==> src/rtl/ay_psg_pkg.sv <==
// Shared constants for the AY-style tone/noise core: register map, widths and
// the noise LFSR seed/taps.
package ay_psg_pkg;

    localparam int TONE_W  = 12;
    localparam int NOISE_W = 5;
    localparam int LFSR_W  = 17;

    localparam logic [3:0] AY_R_AFINE   = 4'd0;
    localparam logic [3:0] AY_R_ACOARSE = 4'd1;
    localparam logic [3:0] AY_R_BFINE   = 4'd2;
    localparam logic [3:0] AY_R_BCOARSE = 4'd3;
    localparam logic [3:0] AY_R_CFINE   = 4'd4;
    localparam logic [3:0] AY_R_CCOARSE = 4'd5;
    localparam logic [3:0] AY_R_NOISE   = 4'd6;
    localparam logic [3:0] AY_R_MIXER   = 4'd7;
    localparam logic [3:0] AY_R_VOLA    = 4'd8;
    localparam logic [3:0] AY_R_VOLB    = 4'd9;
    localparam logic [3:0] AY_R_VOLC    = 4'd10;

    localparam logic [LFSR_W-1:0] LFSR_SEED = 17'h00001;
    localparam int LFSR_TAP0 = 0;
    localparam int LFSR_TAP1 = 3;

    // Right shift, feedback enters at the top; maximal length so never all-zero.
    function automatic logic [LFSR_W-1:0] lfsr_next(input logic [LFSR_W-1:0] s);
        return {s[LFSR_TAP0] ^ s[LFSR_TAP1], s[LFSR_W-1:1]};
    endfunction

endpackage

==> src/rtl/ay_psg_tone_noise_if.sv <==
// CPU register-file port of the tone/noise core.
interface ay_psg_tone_noise_if;
    logic       wr;
    logic [3:0] addr;
    logic [7:0] din;
    logic [7:0] dout;

    modport master (output wr, addr, din, input dout);
    modport slave  (input wr, addr, din, output dout);
endinterface

==> src/rtl/ay_period_counter.sv <==
// Clock-enabled period counter; pulses o_wrap on the enable where cnt+1 >= period.
module ay_period_counter #(
    parameter int W = 12
) (
    input  logic         clk,
    input  logic         reset,
    input  logic         i_ce,
    input  logic [W-1:0] i_period,
    output logic         o_wrap
);
    logic [W-1:0] r_cnt;
    logic [W:0]   w_next;

    // One extra bit so cnt+1 never overflows; >= makes period 0 act as 1 and
    // makes a lowered period wrap at once instead of running through the top.
    assign w_next = {1'b0, r_cnt} + {{W{1'b0}}, 1'b1};
    assign o_wrap = i_ce && (w_next >= {1'b0, i_period});

    // NOTE: state flops use non-blocking assignment so every flop samples pre-edge values.
    always_ff @(posedge clk or posedge reset) begin
        if (reset) begin
            r_cnt <= '0;
        end else if (i_ce) begin
            r_cnt <= o_wrap ? '0 : w_next[W-1:0];
        end
    end
endmodule

==> src/rtl/ay_psg_tone_noise.sv <==
// AY-3-8910-style core: register file, three tone channels, LFSR noise, mixer
// and registered 4-bit amplitude outputs.
module ay_psg_tone_noise
    import ay_psg_pkg::*;
(
    input  logic               clk,
    input  logic               reset,
    input  logic               ce,
    ay_psg_tone_noise_if.slave bus,
    output logic [3:0]         ch_a,
    output logic [3:0]         ch_b,
    output logic [3:0]         ch_c
);
    logic [7:0]         r_fine   [3];
    logic [3:0]         r_coarse [3];
    logic [3:0]         r_vol    [3];
    logic [NOISE_W-1:0] r_noise_per;
    logic [5:0]         r_mixer;
    logic [2:0]         r_tone;
    logic               r_prescale;
    logic [LFSR_W-1:0]  r_lfsr;
    logic [3:0]         r_ch     [3];
    logic [2:0]         w_tone_wrap;
    logic               w_noise_wrap;
    logic [2:0]         w_on;

    // NOTE: the register file is ordinary flops, so it is reset like any other state.
    always_ff @(posedge clk or posedge reset) begin
        if (reset) begin
            for (int i = 0; i < 3; i++) begin
                r_fine[i]   <= '0;
                r_coarse[i] <= '0;
                r_vol[i]    <= '0;
            end
            r_noise_per <= '0;
            r_mixer     <= '0;
        end else if (bus.wr) begin
            case (bus.addr)
                AY_R_AFINE:   r_fine[0]   <= bus.din;
                AY_R_ACOARSE: r_coarse[0] <= bus.din[3:0];
                AY_R_BFINE:   r_fine[1]   <= bus.din;
                AY_R_BCOARSE: r_coarse[1] <= bus.din[3:0];
                AY_R_CFINE:   r_fine[2]   <= bus.din;
                AY_R_CCOARSE: r_coarse[2] <= bus.din[3:0];
                AY_R_NOISE:   r_noise_per <= bus.din[NOISE_W-1:0];
                AY_R_MIXER:   r_mixer     <= bus.din[5:0];
                AY_R_VOLA:    r_vol[0]    <= bus.din[3:0];
                AY_R_VOLB:    r_vol[1]    <= bus.din[3:0];
                AY_R_VOLC:    r_vol[2]    <= bus.din[3:0];
                default:      ;
            endcase
        end
    end

    // NOTE: default assignment first so no path through the case can infer a latch.
    always_comb begin
        bus.dout = 8'h00;
        case (bus.addr)
            AY_R_AFINE:   bus.dout = r_fine[0];
            AY_R_ACOARSE: bus.dout = {4'h0, r_coarse[0]};
            AY_R_BFINE:   bus.dout = r_fine[1];
            AY_R_BCOARSE: bus.dout = {4'h0, r_coarse[1]};
            AY_R_CFINE:   bus.dout = r_fine[2];
            AY_R_CCOARSE: bus.dout = {4'h0, r_coarse[2]};
            AY_R_NOISE:   bus.dout = {3'h0, r_noise_per};
            AY_R_MIXER:   bus.dout = {2'h0, r_mixer};
            AY_R_VOLA:    bus.dout = {4'h0, r_vol[0]};
            AY_R_VOLB:    bus.dout = {4'h0, r_vol[1]};
            AY_R_VOLC:    bus.dout = {4'h0, r_vol[2]};
            default:      ;
        endcase
    end

    for (genvar i = 0; i < 3; i++) begin : g_tone
        ay_period_counter #(.W(TONE_W)) u_tone (
            .clk      (clk),
            .reset    (reset),
            .i_ce     (ce),
            .i_period ({r_coarse[i], r_fine[i]}),
            .o_wrap   (w_tone_wrap[i])
        );
    end

    // Noise runs at half the tone rate: it only sees enables where the prescaler is 1.
    ay_period_counter #(.W(NOISE_W)) u_noise (
        .clk      (clk),
        .reset    (reset),
        .i_ce     (ce & r_prescale),
        .i_period (r_noise_per),
        .o_wrap   (w_noise_wrap)
    );

    always_ff @(posedge clk or posedge reset) begin
        if (reset) begin
            r_tone     <= '0;
            r_prescale <= 1'b0;
            r_lfsr     <= LFSR_SEED;
        end else begin
            r_tone <= r_tone ^ w_tone_wrap;
            if (ce) begin
                r_prescale <= ~r_prescale;
            end
            if (w_noise_wrap) begin
                r_lfsr <= lfsr_next(r_lfsr);
            end
        end
    end

    // Mixer enables are active-low: a set bit forces that source's term to 1.
    always_comb begin
        w_on = '0;
        for (int i = 0; i < 3; i++) begin
            w_on[i] = (r_tone[i] | r_mixer[i]) & (r_lfsr[0] | r_mixer[i+3]);
        end
    end

    always_ff @(posedge clk or posedge reset) begin
        if (reset) begin
            for (int i = 0; i < 3; i++) r_ch[i] <= 4'h0;
        end else begin
            for (int i = 0; i < 3; i++) r_ch[i] <= w_on[i] ? r_vol[i] : 4'h0;
        end
    end

    assign ch_a = r_ch[0];
    assign ch_b = r_ch[1];
    assign ch_c = r_ch[2];
endmodule

==> src/flat_wrapper.sv <==
// flat-port wrapper written by rule: the top's interface ports become plain ports
module ay_psg_tone_noise_flat import ay_psg_pkg::*;
  (clk, reset, ce, ch_a, ch_b, ch_c, bus_wr, bus_addr, bus_din, bus_dout);
  ay_psg_tone_noise_if bus_i ();
  input  logic clk;
  input  logic reset;
  input  logic ce;
  output logic [3:0] ch_a;
  output logic [3:0] ch_b;
  output logic [3:0] ch_c;
  input wire logic [$bits(bus_i.wr)-1:0] bus_wr;
  input wire logic [$bits(bus_i.addr)-1:0] bus_addr;
  input wire logic [$bits(bus_i.din)-1:0] bus_din;
  output wire logic [$bits(bus_i.dout)-1:0] bus_dout;
  assign bus_i.wr = bus_wr;
  assign bus_i.addr = bus_addr;
  assign bus_i.din = bus_din;
  assign bus_dout = bus_i.dout;
  ay_psg_tone_noise u_core (.clk(clk), .reset(reset), .ce(ce), .bus(bus_i), .ch_a(ch_a), .ch_b(ch_b), .ch_c(ch_c));
endmodule
==> config.mk <==
export PLATFORM = sky130hd
export DESIGN_NAME = ay_psg_tone_noise_flat
export DESIGN_NICKNAME = d
export VERILOG_FILES = /design/src/rtl/ay_psg_pkg.sv /design/src/rtl/ay_psg_tone_noise_if.sv /design/src/rtl/ay_period_counter.sv /design/src/rtl/ay_psg_tone_noise.sv /design/src/flat_wrapper.sv
export SDC_FILE = /design/constraint.sdc
export NUM_CORES = 1
export LEC_CHECK = 0
export CAP_MARGIN = 25
export CORE_ASPECT_RATIO = 1.4
export CORE_MARGIN = 4
export CORE_UTILIZATION = 57
export CTS_BUF_LIST = sky130_fd_sc_hd__clkbuf_4 sky130_fd_sc_hd__clkbuf_8
export DETAILED_ROUTE_END_ITERATION = 16
export PLACE_DENSITY = 0.79
export SYNTH_ARGS = -nofsm -noshare
export SYNTH_HDL_FRONTEND = slang
export SYNTH_SLANG_ARGS = --single-unit
==> constraint.sdc <==
create_clock -name clk -period 4.3 [get_ports clk]
set_input_delay 0.645 -clock clk [delete_from_list [all_inputs] [get_ports clk]]
set_output_delay 0.645 -clock clk [all_outputs]
set_load 0.005 [all_outputs]
After elaboration in Yosys (flattened, before gate mapping). Index checks and enable logic that the tools add are counted.

Register bits after elaboration: 133. Logic and storage cells: 76.

Add/subtract/negate cells: 4. Mux-type cells: 8. Bitwise gates (word level): 13. Order comparisons: 4. Reduce and logical (&&, ||, !) cells: 16. Eq/ne operators: 10.

Operator list (count): case mux 8 bit (11 select lines) (1); adder 12 x 1 -> 13 bit, second input constant (3); greater-or-equal comparator 13 x 12 -> 1 bit (3); 2-to-1 mux 12 bit (3); AND reduction 2 bit (11); == test 4 x 3 -> 1 bit, second input constant (4); == test 4 bit, second input constant (3); 2-to-1 mux 4 bit (3); == test 4 x 2 -> 1 bit, second input constant (2); adder 5 x 1 -> 6 bit, second input constant (1); greater-or-equal comparator 6 x 5 -> 1 bit (1); OR 1 bit (6); 2-to-1 mux 5 bit (1); AND 1 bit (4); == test 4 x 1 -> 1 bit, second input constant (1); logical AND 1 bit (4); zero test 4 bit (1); XOR 3 bit (1); inverter 1 bit (1); XOR 1 bit (1).

Logic depth before layout (Yosys ltp).
Depth in word-level cells: 4. Gate-level depth with buffers: 13. Mapped depth without buffers: 12.

Hierarchy. From an unflattened synthesis, not the netlist that was laid out.

Cells, all modules: 735. Area, all modules: 7842.5 µm².

By module, submodules not included: ay_psg_tone_noise (cells each 303, times used 1, area each 4116.4 µm²); ay_period_counter at u_core.g_tone[0].u_tone ... (cells each 128, times used 3, area each 1096.1 µm²); ay_period_counter at u_core.u_noise (cells each 48, times used 1, area each 437.9 µm²).

Worst setup path after synthesis. No wires, ideal clock.

Kind: register -> register. From: register u_core.g_tone[0].u_tone.r_cnt[0]. To: register u_core.g_tone[0].u_tone.r_cnt[10]. Buffers on the path: 1. Required time: 4233 ps. Data arrival time: 2663 ps. Stages on the path, launching flop included: 14. Path slack: 1570 ps. Cell sequence: dfrtp_1 ha_1 and3_1 clkbuf_1 and2_1 nand4_1 xnor2_1 ha_1 nand3_1 nand2_1 nor3_1 a21oi_1 nor3_2 a22o_1.

Longest elaborated chain between the ends: 4.

Ends and longest elaborated chain: from (decl) (line ay_period_counter.sv:11) `logic [W-1:0] r_cnt;`; from (signal assigned) (line ay_period_counter.sv:24) `r_cnt <= o_wrap ? '0 : w_next[W-1:0];`; adder 12 x 1 -> 13 bit (*) (line ay_period_counter.sv:16) `assign w_next = {1'b0, r_cnt} + {{W{1'b0}}, 1'b1};`; greater-or-equal comparator 13 x 12 -> 1 bit (line ay_period_counter.sv:17) `assign o_wrap = i_ce && (w_next >= {1'b0, i_period});`; logical AND 1 bit (line ay_period_counter.sv:17); 2-to-1 mux 12 bit (*) (line ay_period_counter.sv:24).

Mark *: on every way between the ends. The rest lies on a longest branch, timed or not. A chain may end at the register's enable or synchronous reset.

Worst setup path after layout.
From: input bus_addr[1]. To: output bus_dout[2].

Longest elaborated chain between the ends: 2. Elaborated cells on any way between the ends: 12. Classes of those cells: eq/ne (10); mux (1); reduce/logical (1).

Ends and longest elaborated chain: from (decl) (line flat_wrapper.sv:12) `input wire logic [$bits(bus_i.addr)-1:0] bus_addr;`; == test 4 bit, or another cell as far along (line ay_psg_tone_noise.sv:58) `case (bus.addr)`; case mux 8 bit (11 select lines) (*) (line ay_psg_tone_noise.sv:58); to (decl) (line flat_wrapper.sv:14) `output wire logic [$bits(bus_i.dout)-1:0] bus_dout;`.

Marked as above.

==> impl_metrics.json <==
{
  "status": "finished clean",
  "syn_area_sq_um": 7377,
  "fmax_ghz": 0.2644,
  "htreeDepth": 4,
  "p_leak_nw": 3.840,
  "grtUsageTotal_pct": 24.17,
  "die_y_um": 142.6,
  "syn_avg_cell_area_sq_um": 10.52,
  "holdBufCountCts": 0,
  "drt_iter0_markers": 324,
  "drc": 0,
  "portBuffers": 35,
  "critPathLaunchType": "primary input",
  "post_drt_wl_per_cell_um": 19.12,
  "route.vias.total": 5485,
  "layout.nets": 793,
  "fin_total_pwr_mw": 3.977,
  "cts-root-buf": "clkbuf_8",
  "pin_count": 36,
  "synth.top_cell.area_share_pct": 44.78,
  "fillCellCount": 987,
  "finClkSkew_ps": 15.31,
  "synth_warnings": 0,
  "min_period_ps": 3783,
  "hold_viol_final": 0,
  "place_area_sq_um": 7829,
  "tightest_slew_ps": 687.4,
  "hp-class": "reg -> reg",
  "setup_viol": 0,
  "rsz0062_at_grt": "no",
  "ys.flop_type": "dfrtp_1",
  "cp_max_fo": 15,
  "num_rows": 48,
  "diodes": 0,
  "path_cells": "clkdlybuf4s50_1 -> buf_4 -> nand2_1 -> o22ai_1 -> o21ai_0 -> o22ai_1 -> a221o_1 -> clkdlybuf4s50_1",
  "place.gp.congestion": 0.8845,
  "crit_type": "in -> out",
  "layout.cells.most_common_list": "132 x dfrtp_1, 70 x mux2_2, 63 x nand2_1",
  "ctsResizeCount": 0,
  "yosys.area.top_type": "dfrtp_1",
  "required_ps": 3650,
  "layout_setup_ws_ps": 517.3,
  "cp_slowest_cell": "clkdlybuf4s50_1",
  "syn_nets": 762,
  "yosys-top-cells-area": "dfrtp_1 45%, mux2_2 11%, ha_1 7.6%, nand2_1 3.2%, o21ai_0 3.1%",
  "drt_wl_total_um": 17100,
  "initial_core_util_pct": 59.05,
  "dp_hpwl_um": 12450,
  "die_area_sq_um": 14850,
  "cts_sinks": 133,
  "slew_headroom_pct": 54.03,
  "numCtsBuffers": 17,
  "drv_slew": 0,
  "drtPass1Iterations": 5,
  "design_area_sq_um": 8203,
  "core_area_sq_um": 12490,
  "grt_overflow": 0,
  "post_cts_buffers": 0,
  "postRouteAntennaNets": 0,
  "ir_drop_mv": 0.3249,
  "synth-edff-count": 0,
  "grt_pass1_wl_um": 28700,
  "tritoncts": "yes",
  "slowest_delay_ps": 880,
  "drive_gt1_share_pct": 16.67,
  "timing.final.crit_share_pct": 87.97,
  "die_x_um": 104.2,
  "ys_types": 63,
  "dp_slack_ps": 570.9,
  "grt_max_degree": 91,
  "antenna_found_initial": 0,
  "syn_to_final_growth_pct": 11.19,
  "async_flop_share_pct": 100.0,
  "clkLatencyLatePin_ps": 450,
  "synth_cells": 701,
  "grt_pass1_vias": 5687,
  "worstPathArrival_ps": 3140,
  "synth_seq_cells": 133,
  "synth-seq-area-share_pct": 45.13,
  "final_common_cell": "dfrtp_1",
  "final.setup.tns_ps": 0,
  "power_density_nw_per_um2": 484.8,
  "via_per_inst": 6.135,
  "clk_pin_slew_worst_paths_ps": 80,
  "drv_cap": 0,
  "cts.path.max_buffers": 2,
  "cp-end-kind": "primary output"
}
-- power breakdown --
group	switching, mW	internal (mW)
clock network	0.541	0.469
registers	0.265	1.51
logic	0.618	0.578
-- routing by layer --
metal  part of all wire (%)  GRT usage (%)  vias to the layer above
met3                    4.1          4.176                       28
met1                     41          29.98                     2774
met5                      0              0                        -
met4                    1.8          7.353                        0
li1                       -              -                     2551
met2                     53          43.34                      132
-- cells in the mapped netlist (3+ instances only) --
cell type	number
a211oi_1	3
a21oi_1	16
a22o_1	18
a22oi_1	7
a31oi_1	3
and2_1	13
and3_1	10
and4_1	4
buf_1	3
buf_2	6
buf_6	4
clkbuf_1	16
dfrtp_1	132
ha_1	45
inv_1	52
mux2_2	70
mux2i_1	5
nand2_1	63
nand2b_1	9
nand3_1	27
nand4_1	8
nor2_1	26
nor2b_1	12
nor3_1	7
o21ai_0	45
o22a_1	3
o22ai_1	3
o2bb2ai_1	13
xnor2_1	24
xor2_1	13
-- worst paths after layout --
path	startpoint	endpoint	slack [ps]	cells after the start
max	bus_addr[1]	bus_dout[2]	520	8
min	u_core.r_prescale$_DFFE_PP0P_	u_core.r_prescale$_DFFE_PP0P_	500	1
max reg2reg	u_core.g_tone[0].u_tone.r_cnt[0]$_DFFE_PP0P_	u_core.g_tone[0].u_tone.r_cnt[1]$_DFFE_PP0P_	1050	12
min reg2reg	u_core.r_prescale$_DFFE_PP0P_	u_core.r_prescale$_DFFE_PP0P_	500	1
max in group asynchronous	reset	u_core.r_fine[23]$_DFFE_PP0P_	2830	3
min in group asynchronous	reset	u_core.r_lfsr[10]$_DFFE_PP0P_	610	2
-- area by class of cell --
class                           count  area [sq um]  area share (%)
Tap cell                          150         187.7           2.288
Timing Repair Buffer               41         407.9           4.973
Clock inverter                     14         140.1           1.708
Multi-Input combinational cell    487          3706           45.18
Inverter                           52         197.7           2.410
Clock buffer                       17         234.0           2.852
Sequential cell                   133          3329           40.59
-- stage by stage --
| stage | utilization (%) | cells | hold slack, ps |
|---|---|---|---|
| 2_1_floorplan | - | 701 | 445.9 |
| 3_3_place_gp | 62.67 | 863 | 474.5 |
| 3_5_place_dp | 62.67 | 863 | 482.2 |
| 4_1_cts | 65.67 | 894 | 497.2 |
| 5_1_grt | 65.67 | 894 | 521.9 |
| 6_report | 65.67 | 894 | 502.1 |
-- state kept, by name, summed over array words and instances, names as in the netlist --
name                        count
u_core.r_prescale               1
u_core.r_vol                   12
u_core.r_coarse                12
u_core.r_noise_per              5
u_core.ch_b                     4
u_core.u_noise.r_cnt            5
u_core.ch_c                     4
u_core.ch_a                     4
u_core.r_mixer                  6
u_core.r_lfsr                  17
u_core.r_tone                   3
u_core.r_fine                  24
u_core.g_tone.u_tone.r_cnt     36
-- critical path, delay by kind of cell --
kind / cells / cell delay [ps]
AND/OR/NAND/NOR: 1 / 110
buffers and inverters: 3 / 1700
AO/OA/AOI/OAI: 4 / 670
-- logic make-up after synthesis --
| kind of cell | share of synthesized area [%] |
|---|---|
| AO/OA/AOI/OAI | 12.79 |
| XOR/XNOR | 4.393 |
| adder cells (fa/ha/maj) | 7.632 |
| buffers and inverters | 4.630 |
| flip-flops | 45.13 |
| multiplexers | 11.87 |
| AND/OR/NAND/NOR | 13.55 |
Note: power is estimated with default switching activity, not from simulation.
